`src/rtl/ex_branch_rs.sv`:
```
// ex_branch_rs: branch/jump execution unit with an in-order reservation queue.
// Entries wait for both source tags to be resolved by CDB broadcasts. Only the
// head entry issues. On issue the target is computed, compared against the
// predicted next PC, and JAL/JALR link values are presented for the CDB.
//
// Ports:
//   clk, rst              clock, asynchronous active-high reset
//   rdy                   global enable; low freezes all state and outputs
//   flush                 discard every queued entry
//   alloc_*               enqueue request and entry fields
//   cdb_en/tag/data       CDB broadcast used for operand wakeup
//   full, count           queue occupancy
//   out_en, out_dest,
//   out_mispredict        one-cycle resolution result
//   out_link_en/tag/data  link value write for JAL/JALR with rd_tag != 0
module ex_branch_rs #(
   parameter int XLEN  = 32,
   parameter int DEPTH = 4,
   parameter int TAG_W = 4
) (
   input  logic                     clk,
   input  logic                     rst,
   input  logic                     rdy,
   input  logic                     flush,
   input  logic                     alloc_en,
   input  logic [2:0]               alloc_op,
   input  logic [XLEN-1:0]          alloc_pc,
   input  logic [XLEN-1:0]          alloc_offset,
   input  logic [XLEN-1:0]          alloc_pred,
   input  logic [TAG_W-1:0]         alloc_tagx,
   input  logic [TAG_W-1:0]         alloc_tagy,
   input  logic [XLEN-1:0]          alloc_datax,
   input  logic [XLEN-1:0]          alloc_datay,
   input  logic [TAG_W-1:0]         alloc_rd_tag,
   input  logic                     cdb_en,
   input  logic [TAG_W-1:0]         cdb_tag,
   input  logic [XLEN-1:0]          cdb_data,
   output logic                     full,
   output logic [$clog2(DEPTH):0]   count,
   output logic                     out_en,
   output logic [XLEN-1:0]          out_dest,
   output logic                     out_mispredict,
   output logic                     out_link_en,
   output logic [TAG_W-1:0]         out_link_tag,
   output logic [XLEN-1:0]          out_link_data
);

   localparam int PTR_W = $clog2(DEPTH);
   localparam int CNT_W = PTR_W + 1;

   logic [PTR_W-1:0] head_q, head_d, tail_q, tail_d;
   logic [CNT_W-1:0] count_q, count_d;
   logic [DEPTH-1:0] valid_q, valid_d;
   logic [2:0]       op_q [DEPTH];
   logic [2:0]       op_d [DEPTH];
   logic [XLEN-1:0]  pc_q [DEPTH];
   logic [XLEN-1:0]  pc_d [DEPTH];
   logic [XLEN-1:0]  off_q [DEPTH];
   logic [XLEN-1:0]  off_d [DEPTH];
   logic [XLEN-1:0]  pred_q [DEPTH];
   logic [XLEN-1:0]  pred_d [DEPTH];
   logic [TAG_W-1:0] tagx_q [DEPTH];
   logic [TAG_W-1:0] tagx_d [DEPTH];
   logic [TAG_W-1:0] tagy_q [DEPTH];
   logic [TAG_W-1:0] tagy_d [DEPTH];
   logic [XLEN-1:0]  datax_q [DEPTH];
   logic [XLEN-1:0]  datax_d [DEPTH];
   logic [XLEN-1:0]  datay_q [DEPTH];
   logic [XLEN-1:0]  datay_d [DEPTH];
   logic [TAG_W-1:0] rd_q [DEPTH];
   logic [TAG_W-1:0] rd_d [DEPTH];

   logic             out_en_q, out_en_d;
   logic [XLEN-1:0]  out_dest_q, out_dest_d;
   logic             out_mispredict_q, out_mispredict_d;
   logic             out_link_en_q, out_link_en_d;
   logic [TAG_W-1:0] out_link_tag_q, out_link_tag_d;
   logic [XLEN-1:0]  out_link_data_q, out_link_data_d;

   logic             issue, enq, cdb_hit;
   logic [XLEN-1:0]  res_jump, res_remain, res_jalr_sum, res_dest;
   logic [XLEN-1:0]  hx, hy;
   logic             res_taken, res_link_en;

   assign full  = (count_q == CNT_W'(DEPTH));
   assign count = count_q;
   assign issue = (count_q != '0) && (tagx_q[head_q] == '0) && (tagy_q[head_q] == '0);
   assign enq   = alloc_en && !full;
   // Tag 0 means "already valid", so a broadcast of tag 0 must never match.
   assign cdb_hit = cdb_en && (cdb_tag != '0);

   // Resolution of the head entry; only consumed when it issues.
   always_comb begin
      hx           = datax_q[head_q];
      hy           = datay_q[head_q];
      res_jump     = pc_q[head_q] + off_q[head_q];
      res_remain   = pc_q[head_q] + XLEN'(4);
      res_jalr_sum = hx + off_q[head_q];
      res_taken    = 1'b0;
      res_link_en  = 1'b0;
      res_dest     = res_remain;
      case (op_q[head_q])
         3'd0: res_taken = (hx == hy);
         3'd1: res_taken = (hx != hy);
         3'd2: res_taken = ($signed(hx) <  $signed(hy));
         3'd3: res_taken = ($signed(hx) >= $signed(hy));
         3'd4: res_taken = (hx <  hy);
         3'd5: res_taken = (hx >= hy);
         default: res_taken = 1'b0;
      endcase
      if (op_q[head_q] == 3'd6) begin
         res_dest    = res_jump;
         res_link_en = (rd_q[head_q] != '0);
      end else if (op_q[head_q] == 3'd7) begin
         res_dest    = {res_jalr_sum[XLEN-1:1], 1'b0};
         res_link_en = (rd_q[head_q] != '0);
      end else if (res_taken) begin
         res_dest    = res_jump;
      end
   end

   always_comb begin
      head_d           = head_q;
      tail_d           = tail_q;
      count_d          = count_q;
      valid_d          = valid_q;
      op_d             = op_q;
      pc_d             = pc_q;
      off_d            = off_q;
      pred_d           = pred_q;
      tagx_d           = tagx_q;
      tagy_d           = tagy_q;
      datax_d          = datax_q;
      datay_d          = datay_q;
      rd_d             = rd_q;
      out_en_d         = out_en_q;
      out_dest_d       = out_dest_q;
      out_mispredict_d = out_mispredict_q;
      out_link_en_d    = out_link_en_q;
      out_link_tag_d   = out_link_tag_q;
      out_link_data_d  = out_link_data_q;
      if (rdy) begin
         out_en_d         = 1'b0;
         out_dest_d       = '0;
         out_mispredict_d = 1'b0;
         out_link_en_d    = 1'b0;
         out_link_tag_d   = '0;
         out_link_data_d  = '0;
         if (flush) begin
            head_d  = '0;
            tail_d  = '0;
            count_d = '0;
            valid_d = '0;
         end else begin
            for (int i = 0; i < DEPTH; i++) begin
               if (valid_q[i] && cdb_hit && (tagx_q[i] == cdb_tag)) begin
                  tagx_d[i]  = '0;
                  datax_d[i] = cdb_data;
               end
               if (valid_q[i] && cdb_hit && (tagy_q[i] == cdb_tag)) begin
                  tagy_d[i]  = '0;
                  datay_d[i] = cdb_data;
               end
            end
            if (issue) begin
               valid_d[head_q]  = 1'b0;
               head_d           = head_q + PTR_W'(1);
               out_en_d         = 1'b1;
               out_dest_d       = res_dest;
               out_mispredict_d = (res_dest != pred_q[head_q]);
               out_link_en_d    = res_link_en;
               if (op_q[head_q] >= 3'd6) begin
                  out_link_tag_d  = rd_q[head_q];
                  out_link_data_d = res_remain;
               end
            end
            // Not full implies tail never aliases the issuing head here.
            if (enq) begin
               valid_d[tail_q] = 1'b1;
               op_d[tail_q]    = alloc_op;
               pc_d[tail_q]    = alloc_pc;
               off_d[tail_q]   = alloc_offset;
               pred_d[tail_q]  = alloc_pred;
               rd_d[tail_q]    = alloc_rd_tag;
               tagx_d[tail_q]  = alloc_tagx;
               datax_d[tail_q] = alloc_datax;
               tagy_d[tail_q]  = alloc_tagy;
               datay_d[tail_q] = alloc_datay;
               if (cdb_hit && (alloc_tagx == cdb_tag)) begin
                  tagx_d[tail_q]  = '0;
                  datax_d[tail_q] = cdb_data;
               end
               if (cdb_hit && (alloc_tagy == cdb_tag)) begin
                  tagy_d[tail_q]  = '0;
                  datay_d[tail_q] = cdb_data;
               end
               tail_d = tail_q + PTR_W'(1);
            end
            count_d = count_q + CNT_W'(enq) - CNT_W'(issue);
         end
      end
   end

   always_ff @(posedge clk or posedge rst) begin
      if (rst) begin
         head_q           <= '0;
         tail_q           <= '0;
         count_q          <= '0;
         valid_q          <= '0;
         for (int i = 0; i < DEPTH; i++) begin
            op_q[i]    <= '0;
            pc_q[i]    <= '0;
            off_q[i]   <= '0;
            pred_q[i]  <= '0;
            tagx_q[i]  <= '0;
            tagy_q[i]  <= '0;
            datax_q[i] <= '0;
            datay_q[i] <= '0;
            rd_q[i]    <= '0;
         end
         out_en_q         <= 1'b0;
         out_dest_q       <= '0;
         out_mispredict_q <= 1'b0;
         out_link_en_q    <= 1'b0;
         out_link_tag_q   <= '0;
         out_link_data_q  <= '0;
      end else begin
         head_q           <= head_d;
         tail_q           <= tail_d;
         count_q          <= count_d;
         valid_q          <= valid_d;
         op_q             <= op_d;
         pc_q             <= pc_d;
         off_q            <= off_d;
         pred_q           <= pred_d;
         tagx_q           <= tagx_d;
         tagy_q           <= tagy_d;
         datax_q          <= datax_d;
         datay_q          <= datay_d;
         rd_q             <= rd_d;
         out_en_q         <= out_en_d;
         out_dest_q       <= out_dest_d;
         out_mispredict_q <= out_mispredict_d;
         out_link_en_q    <= out_link_en_d;
         out_link_tag_q   <= out_link_tag_d;
         out_link_data_q  <= out_link_data_d;
      end
   end

   assign out_en         = out_en_q;
   assign out_dest       = out_dest_q;
   assign out_mispredict = out_mispredict_q;
   assign out_link_en    = out_link_en_q;
   assign out_link_tag   = out_link_tag_q;
   assign out_link_data  = out_link_data_q;

endmodule

```
`config.mk`:
```
export PLATFORM = sky130hd
export DESIGN_NAME = ex_branch_rs
export DESIGN_NICKNAME = d
export VERILOG_FILES = /design/src/rtl/ex_branch_rs.sv
export SDC_FILE = /design/constraint.sdc
export NUM_CORES = 2
export LEC_CHECK = 0
export CAP_MARGIN = 10
export CORE_UTILIZATION = 35
export DETAILED_ROUTE_END_ITERATION = 8
export PLACE_DENSITY = 0.59
export REMOVE_ABC_BUFFERS = 1
export SETUP_SLACK_MARGIN = 0.2
export SYNTH_ARGS = -nofsm -noshare
export SYNTH_HDL_FRONTEND = slang
export SYNTH_SLANG_ARGS = --single-unit
export TNS_END_PERCENT = 30
```
`constraint.sdc`:
```
create_clock -name clk -period 61.1 [get_ports clk]
set_input_delay 9.165 -clock clk [delete_from_list [all_inputs] [get_ports clk]]
set_output_delay 9.165 -clock clk [all_outputs]
set_load 0.005 [all_outputs]
```
# Word-level counts from Yosys, hierarchy flattened
# Index checks and enable logic that the tools add are counted.
[totals] ff_bits=782 out_inout_bits=75 elab_cells=263
[op_classes] add_sub_neg=7 n_lt_le_gt_ge=12 n_eq_ne=21 muxes=134 bitwise=9 n_reduce_logical=34
[op_table] operator="32-bit two-way mux" count=43
[op_table] operator="128-bit bitwise mux" count=7
[op_table] operator="128-bit two-way mux" count=4
[op_table] operator="32-bit binary-select mux with 2-bit select" count=5
[op_table] operator="4-bit two-way mux" count=39
[op_table] operator="32-bit adder" count=2
[op_table] operator="32-bit demux with 2-bit select" count=1
[op_table] operator="32-bit greater-or-equal comparator" count=2
[op_table] operator="32-bit < comparator" count=2
[op_table] operator="16-bit two-way mux" count=4
[op_table] operator="32-bit inequality test" count=2
[op_table] operator="16-bit bitwise mux" count=3
[op_table] operator="4-bit equality test" count=10
[op_table] operator="32-bit by 3-bit adder with 32-bit output, second input constant" count=1
[op_table] operator="16-bit AND" count=2
[op_table] operator="32-bit equality test" count=1
[op_table] operator="4-bit binary-select mux with 2-bit select" count=3
[op_table] operator="1-bit logical AND" count=21
[op_table] operator="16-bit NOT" count=1
[op_table] operator="3-bit equality test, second input constant" count=5
[op_table] operator="12-bit bitwise mux" count=1
[op_table] operator="3-bit two-way mux" count=4
[op_table] operator="1-bit two-way mux" count=10
[op_table] operator="3-bit greater-or-equal comparator, second input constant" count=3
[op_table] operator="other kinds (27)" count=41

# Longest topological paths before layout
[depth] depth_word=13 depth_mapped=28 depth_no_buf=16

# Worst setup path after synthesis
# OpenSTA, ideal clock, no wires.
[synth_timing] path_kind="input-to-reg" startpoint="input port cdb_tag[2]" endpoint="register datax_q[102] (netlist name)" arrival_ns=11.458 t_required_ns=60.963 slack_ns=49.505 stages=8 cell_sequence="clkbuf_1 > xnor2_1 > nand3_1 > nor3_1 > clkbuf_1 > mux2_2 > o22ai_1 > a21oi_1"
[synth_between] elab_chain_cells=11
[synth_lines] item="from (decl)" line_no="36" rtl="input logic [TAG_W-1:0] cdb_tag,"
[synth_lines] item="4-bit nonzero test" line_no="90" rtl="assign cdb_hit = cdb_en && (cdb_tag != '0);"
[synth_lines] item="1-bit logical AND" line_no="90"
[synth_lines] item="1-bit logical AND (2 in a row)" line_no="156" rtl="if (valid_q[i] && cdb_hit && (tagx_q[i] == cdb_tag)) begin"
[synth_lines] item="32-bit two-way mux" line_no="156"
[synth_lines] item="32-bit two-way mux" line_no="149" rtl="if (flush) begin"
[synth_lines] item="32-bit two-way mux" line_no="142" rtl="if (rdy) begin"
[synth_lines] item="128-bit bitwise mux" line_no="186" rtl="datax_d[tail_q] = alloc_datax;"
[synth_lines] item="128-bit bitwise mux" line_no="191" rtl="datax_d[tail_q] = cdb_data;"
[synth_lines] item="128-bit two-way mux" line_no="189" rtl="if (cdb_hit && (alloc_tagx == cdb_tag)) begin"
[synth_lines] item="128-bit two-way mux *" line_no="178" rtl="if (enq) begin"
[synth_lines] item="to (signal assigned)" line_no="238" rtl="datax_q <= datax_d;"
[synth_lines] item="to (decl)" line_no="66" rtl="logic [XLEN-1:0] datax_q [DEPTH];"
# Every way passes the cells marked *; elsewhere a longest branch is shown, timed or not. The select of a mux whose other input is x is not followed.
# A chain may end at the register's enable or synchronous reset.

# Final worst setup path
[layout_timing] startpoint="input port rdy" endpoint="register pc_q[0] (netlist name)"
[layout_between] elab_chain_cells=1
[layout_lines] item="from (decl)" line_no="23" rtl="input logic rdy,"
[layout_lines] item="3-bit AND reduction (no source line)"
[layout_lines] item="to (signal assigned)" line_no="233" rtl="pc_q <= pc_d;"
[layout_lines] item="to (decl)" line_no="56" rtl="logic [XLEN-1:0] pc_q [DEPTH];"
# Every way passes these cells.

==> flow_metrics.tcl <==
set metrics [dict create \
    outcome "finished, final reports clean" \
    p_per_area_mw_per_mm2 64.2 \
    cp.required_ns 61.64 \
    synth_top_area_cell "dfrtp_1" \
    cts.path.max_buffers 3 \
    finalSetupViolCount 0 \
    cts_setup_buffers 0 \
    min_period_ns 13.20 \
    reg2reg_depth 17 \
    hold_violations 0 \
    cp_slowest_stage_delay_ns 0.82 \
    crit_start "rdy" \
    reg2reg_from "head_q[1]" \
    hold_path_class "flip-flop to flip-flop" \
    cp_cell_sequence "clkdlybuf4s50_1 -> buf_4 -> inv_2 -> buf_4 -> nor2_4 -> buf_4 -> nand2_4 -> buf_4 -> mux2_2" \
    regToRegSetupSlack_ns 53.83 \
    crit_fanout 80 \
    tritoncts "done" \
    grt_util_all_layers 0.224 \
    p_seq_frac 0.273 \
    rows 126 \
    grt_pass1_vias 31601 \
    io_pins 292 \
    ys_ff_latch 782 \
    drt_pass1_iterations 8 \
    max_freq_mhz 75.8 \
    drv_cap 0 \
    syn_avg_cell_area_sq_um 11.3 \
    fin_crit_sh 0.216 \
    p_leak_uw 0.0205 \
    finalClockSkew_ns 0.0265 \
    power_uw 3150 \
    synth_area_sq_mm 0.0420 \
    drc 0 \
    max-vdd-ir-drop_uv 50.1 \
    dieArea_sq_mm 0.121 \
    pwr-share-clk 0.166 \
    arrival_ns 13.73 \
    clkTransAtPathRegs_ns 0.06 \
    startpoint_type "primary input" \
    h-tree-depth 3 \
    io_buffers 291 \
    gp_congestion 0.934 \
    drt-total-wl_um 138000 \
    crit_family "buffers and inverters" \
    die_w_um 348 \
    yosysWarnings 0 \
    grt_max_degree 171 \
    worst_hold_slack_ns 0.491 \
    via_count 32179 \
    syn_to_final_growth_pct 16.9 \
    clock-sinks 782 \
    synth_top_area_frac 0.466 \
    die_h_um 348 \
    path_depth 9 \
    cts_hold_buffers 0 \
    pwr-share-comb 0.561 \
    fin_setup_tns_ns 0 \
    slew_violations 0 \
    critPathSlowestCell "buf_4" \
    crit_path_end "pc_q[0]" \
    switching_power_uw 1370 \
    worst_path_most_repeated_cell "buf_4" \
    core_sq_mm 0.119 \
    syn_inst 3716 \
    synthArstFlopShare 1.00 \
    viasPerCell 5.83 \
    grt_pass1_wl_um 207000 \
    hpwlAfterDp_um 91800 \
    ys_types 84 \
    relSlewSlack 0.165 \
    ant_nets 0 \
    detail_route.wl_per_cell_um 25.0 \
    ys_seq_area_frac 0.466 \
    cts_resized 0 \
    antenna_found_initial 15 \
    synthTopCellsByArea "dfrtp_1, mux2_2, mux4_2, a21oi_1, o22ai_1" \
    grt_overflow 0 \
    worst_skew_pair.late_latency_ns 0.66 \
    nFillCells 11334 \
    initial_core_util 0.354 \
    worst-path-buf-inv 6 \
    worstMarginPinSlew_ns 1.24 \
    synth_edf_count 0 \
    cts_made_buffers 83 \
    intPower_uw 1780 \
    synth_ff_type "dfrtp_1" \
    swShare 0.436 \
    drive_gt1_frac 0.222 \
    ctsRootBufferMaster "clkbuf_16" \
    worstReg2RegEnd "out_mispredict" \
    rsz0062_at_grt "no" \
    worst_setup_path_end_kind "flip-flop" \
    first_iter_violations 3053 \
    path_class "primary input to flip-flop" \
    nets 4177 \
]
-- cell type report --
class / instances / area, sq um / share of cell area
Timing Repair Buffer: 329 / 3240 / 0.0659
Clock buffer: 124 / 2500 / 0.0509
Antenna cell: 2 / 5.00 / 0.000102
Sequential cell: 782 / 19600 / 0.399
Inverter: 70 / 270 / 0.00550
Tap cell: 1600 / 2000 / 0.0408
Multi-Input combinational cell: 2587 / 21200 / 0.432
Clock inverter: 29 / 317 / 0.00644
-- placed cells by master (no fill, tap or decap), types with 14 or more instances in the layout --
cell | Yosys | routed
nand4_1 | 38 | 38
mux2_2 | 479 | 479
nor3_1 | 37 | 35
a31oi_1 | 14 | 14
nand3_1 | 32 | 32
a21o_1 | 30 | 30
clkbuf_1 | 229 | 15
inv_1 | 69 | 67
and3_1 | 36 | 36
buf_4 | 3 | 35
nor4_1 | 17 | 17
nand2b_1 | 15 | 15
o22ai_1 | 272 | 272
xor2_1 | 42 | 42
a21oi_1 | 341 | 341
nor2_1 | 344 | 334
a211oi_1 | 15 | 15
ha_1 | 104 | 104
mux4_2 | 163 | 163
o21a_1 | 17 | 17
clkbuf_8 | 0 | 25
o21ai_0 | 89 | 89
clkbuf_16 | 0 | 84
o2bb2ai_1 | 47 | 47
a22o_1 | 21 | 21
clkdlybuf4s50_1 | 0 | 291
nand2_1 | 152 | 135
dfrtp_1 | 782 | 780
xnor2_1 | 85 | 85
and2_1 | 14 | 14
-- through the flow --
step            util  instance area (sq um)  cells  worst slack, ns
5_1_grt        0.414                  49100   5521            47.75
3_5_place_dp   0.390                  46300   5368            47.34
2_1_floorplan      -                  40900   3439            29.98
3_3_place_gp   0.390                  46300   5368            47.36
6_report       0.414                  49100   5523            47.90
4_1_cts        0.414                  49100   5521            48.02
-- cell families after synthesis --
family / count (synthesis) / share of synthesized area
compound gates: 952 / 0.141
flops: 782 / 0.466
simple gates: 744 / 0.0810
mux: 657 / 0.220
buf+inv: 347 / 0.0329
xor+xnor: 127 / 0.0265
fa+ha+maj: 107 / 0.0324
-- power by group through the flow --
stage          Clock [uW]  Combinational [uW]  Sequential, uW
6_report              524                1770             859
5_1_grt               552                1900             886
4_1_cts               533                1740             857
3_5_place_dp            0                1730             865
3_3_place_gp            0                1720             858
2_1_floorplan           0                1250             850
-- worst min-delay path by stage --
stage,start,end,slack (ns),cells after the start
CTS,out_dest[5],out_dest[5],0.49,1
floorplan,out_dest[10],out_dest[10],0.47,2
global route,out_dest[5],out_dest[5],0.50,1
detailed placement,out_dest[5],out_dest[5],0.48,1
finish,out_dest[5],out_dest[5],0.49,1
global placement,out_dest[5],out_dest[5],0.46,1
-- synth_stat cells (all sizes together), types with 14 or more instances --
cell type,n
xor2,42
mux4,165
xnor2,85
dfrtp,782
clkbuf,229
nor2,344
mux2,479
a21o,30
a211oi,16
ha,104
nor4,17
nor3,37
buf,48
o21a,17
and3,36
a31oi,14
a22o,21
o22ai,272
inv,69
nand2,152
o21ai,91
o2bb2ai,47
and2,14
nand2b,15
nand4,38
nand3,33
a21oi,341
-- flip-flops by register name, indices dropped and copies added, names as in the netlist --
register and cells:
count 3, datax_q 128, datay_q 128, head_q 2, off_q 128, op_q 12
out_dest 32, out_en 1, out_link_data 32, out_link_en 1, out_link_tag 4, out_mispredict 1
pc_q 128, pred_q 128, rd_q 16, tagx_q 16, tagy_q 16, tail_q 2
valid_q 4
-- layer usage --
| metal | share of wire | vias up | global-route usage |
|---|---|---|---|
| met5 | 0.00098 | - | 0 |
| met4 | 0.039 | 24 | 0.0883 |
| met3 | 0.070 | 254 | 0.0395 |
| met2 | 0.46 | 1239 | 0.353 |
| met1 | 0.43 | 16484 | 0.307 |
| li1 | - | 14178 | - |
Power figures use the tool's default switching activity.
